File: src/rtl/fetch_unit.sv
// Instruction fetch stage: owns the fetch PC, issues same-cycle instruction reads and queues
// {pc, instruction} pairs in a small circular buffer for decode; redirects flush the buffer.
module fetch_unit #(
    parameter logic [31:0] RESET_PC = 32'h0000_0000,
    parameter int unsigned DEPTH    = 2
) (
    input  logic        clk,
    input  logic        rst,
    input  logic        fetch_en,
    output logic        imemreq_val,
    output logic [31:0] imemreq_addr,
    input  logic [31:0] imemresp_data,
    input  logic        redirect_val,
    input  logic [31:0] redirect_pc,
    output logic        inst_val,
    input  logic        inst_rdy,
    output logic [31:0] inst_data,
    output logic [31:0] inst_pc
);

    localparam int unsigned PTR_W = $clog2(DEPTH);
    localparam int unsigned CNT_W = PTR_W + 1;

    typedef enum logic {StIdle, StRun} state_t;

    state_t           state_q;
    logic [31:0]      pc_q;
    logic [CNT_W-1:0] count_q;
    logic [PTR_W-1:0] head_q;
    logic [PTR_W-1:0] tail_q;
    logic [31:0]      buf_data_q [DEPTH];
    logic [31:0]      buf_pc_q   [DEPTH];

    logic full;
    logic deq;
    logic fire;

    assign full     = (count_q == CNT_W'(DEPTH));
    // A redirect hides the head so nothing stale is consumed in the flush cycle.
    assign inst_val = (count_q != '0) & ~redirect_val;
    assign deq      = inst_val & inst_rdy;
    assign fire     = (state_q == StRun) & ~redirect_val & (~full | deq);

    assign imemreq_val  = fire;
    assign imemreq_addr = pc_q;
    assign inst_data    = buf_data_q[head_q];
    assign inst_pc      = buf_pc_q[head_q];

    always_ff @(posedge clk or negedge rst) begin
        if (!rst) begin
            state_q <= StIdle;
            pc_q    <= RESET_PC;
            count_q <= '0;
            head_q  <= '0;
            tail_q  <= '0;
            for (int i = 0; i < DEPTH; i++) begin
                buf_data_q[i] <= '0;
                buf_pc_q[i]   <= '0;
            end
        end else begin
            state_q <= fetch_en ? StRun : StIdle;
            if (redirect_val) begin
                count_q <= '0;
                head_q  <= '0;
                tail_q  <= '0;
                pc_q    <= {redirect_pc[31:2], 2'b00};
            end else begin
                if (fire) begin
                    buf_data_q[tail_q] <= imemresp_data;
                    buf_pc_q[tail_q]   <= pc_q;
                    tail_q             <= tail_q + PTR_W'(1);
                    pc_q               <= pc_q + 32'd4;
                end
                if (deq) begin
                    head_q <= head_q + PTR_W'(1);
                end
                if (fire && !deq) begin
                    count_q <= count_q + CNT_W'(1);
                end else if (deq && !fire) begin
                    count_q <= count_q - CNT_W'(1);
                end
            end
        end
    end

    always_ff @(posedge clk) begin
        assert (count_q <= CNT_W'(DEPTH));
    end

endmodule

File: config.mk
export PLATFORM = sky130hd
export DESIGN_NAME = fetch_unit
export DESIGN_NICKNAME = d
export VERILOG_FILES = /design/src/rtl/fetch_unit.sv
export SDC_FILE = /design/constraint.sdc
export NUM_CORES = 1
export LEC_CHECK = 0
export BUFFER_PORTS_ARGS = -buffer_cell sky130_fd_sc_hd__buf_2
export CAP_MARGIN = 10
export CORE_MARGIN = 4
export CORE_UTILIZATION = 59
export CTS_CLUSTER_DIAMETER = 60
export DETAILED_ROUTE_END_ITERATION = 8
export GPL_TIMING_DRIVEN = 0
export HOLD_SLACK_MARGIN = 0.06
export PLACE_DENSITY = 0.95
export SYNTH_ARGS = -nofsm -noshare
export SYNTH_HDL_FRONTEND = slang
export SYNTH_SLANG_ARGS = --single-unit
File: constraint.sdc
create_clock -name clk -period 4.8 [get_ports clk]
set_input_delay 0.24 -clock clk [delete_from_list [all_inputs] [get_ports clk]]
set_output_delay 0.24 -clock clk [all_outputs]
set_load 0.02 [all_outputs]
==> results.yml <==
run_status:
  status: "finished clean"
clocking:
  cts_buffers: 17
  cts.clk_slew.worst_paths_ns: 0.06
  clock_sinks: 159
  clk_latency_ns: 0.43
  postCtsHoldBufs: 29
  cts_setup_buffers: 0
  cts_resized: 0
  cts-root-buf: "clkbuf_16"
  htree_levels: 4
  clockBufferDepth: 2
  cts_tree: "done"
global_routing:
  grt_max_degree: 81
  grt_pass1_wl_mm: 32.0
  grt-ovfl-total: 0
  first_global_vias: 6243
  grt_busiest_layer: "met2"
  use_met2_pct: 48.3
  use_met1_pct: 33.6
  met3_usage_pct: 7.16
  antenna_found_initial: 0
  grtUsageTotal_pct: 28.2
route:
  antenna_left: 0
  dr_total_vias: 5679
  wl_per_cell_um: 20.2
  drt_pass1_iterations: 5
  drt_iter0_drc: 527
  routed_wl_mm: 19.6
  viasPerCell: 5.85
  drc: 0
logic_synthesis:
  yosysTopAreaCell: "dfrtp_1"
  synth_cells: 577
  netlist-cell-type-count: 42
  synth.top_cell.area_share_pct: 53.6
  synth.most_common_cell: "mux2_2"
  synth_common_cells: "mux2_2 (174), dfrtp_1 (159), nor2_1 (27), nand2_1 (24), a31oi_1 (20)"
  syn_area_per_cell_um2: 12.9
  synthFlopType: "dfrtp_1"
  synth_area_um2: 7420
  yosysSeqAreaShare_pct: 53.6
  synth_area_leaders: "dfrtp_1 (54%), mux2_2 (26%), a31oi_1 (1.7%), or4_1 (1.5%), o31ai_1 (1.4%)"
  synth_edf_count: 0
  synth_seq_cells: 159
  yosysWarnings: 0
  ys_async_sr_fraction_pct: 100
floorplan:
  core_area_um2: 12200
  die_width_um: 120
  start_util_pct: 61.0
  rows: 40
  io_pins: 167
  dieHeight_um: 120
  dieArea_um2: 14400
min_path:
  worst_hold_path_type: "in -> reg"
setup_path:
  critPathRequiredTime_ns: 4.56
  crit_fanout: 10
  critPathCaptureType: "primary output"
  worstSetupPathType: "reg -> out"
  start_kind: "flip-flop"
  cp.arrival_ns: 2.35
timing:
  tightest_slew_ns: 0.752
  max-slew-margin-rel_pct: 49.9
  slew_viol_final: 0
  final.setup.tns_ns: 0
  finClkSkew_ns: 0.00779
  min_period_ns: 2.59
  timing.fmax_mhz: 386
  finalHoldViolCount: 0
  rsz0062_at_grt: "no"
  setup_violations: 0
  timing.final.crit_share_pct: 54.0
place:
  portBuffers: 160
  gp_congestion: 0.867
  dp_hpwl_mm: 13.5
power_and_ir_drop:
  vdd_ir_drop_max_mv: 0.266
  p_per_area_nw_per_um2: 472
  p_int_mw: 3.11
  p_switching_mw: 1.33
  totalPowerFinal_mw: 4.43
  clkPwrFrac_pct: 32.0
  p_comb_share_pct: 25.6
  sw_frac_of_total_pct: 29.9
  leakagePower_nw: 4.15
  pwr-share-seq_pct: 42.3
finish:
  finalNetCount: 859
  layout-drive-gt1-share_pct: 49.1
  nFillCells: 742
  area_growth_syn_to_layout_pct: 26.5
flow_run:
  cap_violations: 0
-- state kept, by name, indices dropped and copies added, names as in the netlist --
signal	flops
buf_data_q	64
imemreq_addr	30
count_q	2
head_q	1
state_q	1
buf_pc_q	60
tail_q	1
-- cells by family (layout without fill, tap and decap cells) --
logic type | Yosys count | in the layout | synth area share, %
muxes | 186 | 186 | 28.2
DFF | 159 | 159 | 53.6
and+or+nand+nor | 117 | 117 | 8.73
AOI/OAI and AO/OA | 56 | 56 | 4.68
buffers and inverters | 46 | 268 | 3.32
xor gates and xnor gates | 11 | 11 | 1.30
adders and majority gates | 1 | 1 | 0.168
other | 1 | 5 | 0.0505
-- power by group through the flow --
| stage | clock network [mW] | registers, mW | logic, mW |
|---|---|---|---|
| detailed placement | 0 | 1.89 | 1.11 |
| finish | 1.42 | 1.88 | 1.14 |
| global placement | 0 | 1.85 | 1.06 |
| global route | 1.49 | 1.92 | 1.22 |
| floorplan | 0 | 1.85 | 0.759 |
| CTS | 1.43 | 1.87 | 1.14 |
-- critical path, cell delays in order (launching register included) --
cell	delay, ns
dfrtp_1	0.32
clkbuf_1	0.43
clkbuf_1	0.59
mux2_2	0.42
buf_2	0.16
-- per-layer routing --
metal	up-vias	wire length (um)	share of wire [%]
met4	0	578	2.9
met2	291	10200	52
met3	58	1500	7.6
met5	-	0	0
met1	2804	7330	37
li1	2526	-	-
-- metrics by stage --
| step | instances | instance area (um2) | setup slack [ns] | utilization [%] | hold slack, ns |
|---|---|---|---|---|---|
| after floorplan | 580 | 7440 | 2.60 | - | -0.0556 |
| final | 971 | 9400 | 2.21 | 77.3 | 0.0709 |
| after global routing | 970 | 9390 | 2.09 | 77.2 | 0.0600 |
| after CTS | 970 | 9390 | 2.21 | 77.2 | 0.0605 |
| after detailed placement | 909 | 8480 | 2.37 | 69.7 | 0.330 |
| after global placement | 908 | 8450 | 1.40 | 69.5 | 0.368 |
-- placed cells by master, fill, tap and decap left out, drive strengths merged, types with 9 or more instances in the layout --
| cell | instances |
|---|---|
| dlygate4sd3 | 30 |
| nand4 | 11 |
| nand3 | 13 |
| or4 | 16 |
| buf | 185 |
| o31ai | 14 |
| a31oi | 20 |
| mux2 | 183 |
| o21ai | 18 |
| nand2 | 24 |
| nor2 | 27 |
| clkbuf | 35 |
| xor2 | 9 |
| dfrtp | 159 |
-- path summary, 6_finish.rpt --
kind	from	to	slack, ns	cells past startpoint
worst max register to register	count_q[1]$_DFFE_PN0P_	buf_pc_q[48]$_DFFE_PN0P_	2.38	6
min in group asynchronous	rst	buf_data_q[54]$_DFFE_PN0P_	0.44	2
worst max-delay path	head_q$_DFFE_PN0P_	inst_pc[16]	2.21	4
max in group asynchronous	rst	buf_pc_q[48]$_DFFE_PN0P_	3.54	3
worst min register to register	buf_data_q[38]$_DFFE_PN0P_	buf_data_q[38]$_DFFE_PN0P_	0.49	1
worst min-delay path	imemresp_data[2]	buf_data_q[34]$_DFFE_PN0P_	0.07	2
-- layout make-up --
| class | instances | area, um2 | share of cell area (%) |
|---|---|---|---|
| sequential | 159 | 3980 | 42.3 |
| clock buffer | 20 | 457 | 4.86 |
| inverter | 5 | 18.8 | 0.200 |
| timing repair buffer | 190 | 1120 | 12.0 |
| tap | 168 | 210 | 2.24 |
| clock inverter | 12 | 165 | 1.76 |
| multi-input combinational | 375 | 3210 | 34.2 |
| antenna | 1 | 2.50 | 0.0266 |
| buffer | 41 | 228 | 2.42 |
Power figures use the tool's default switching activity.
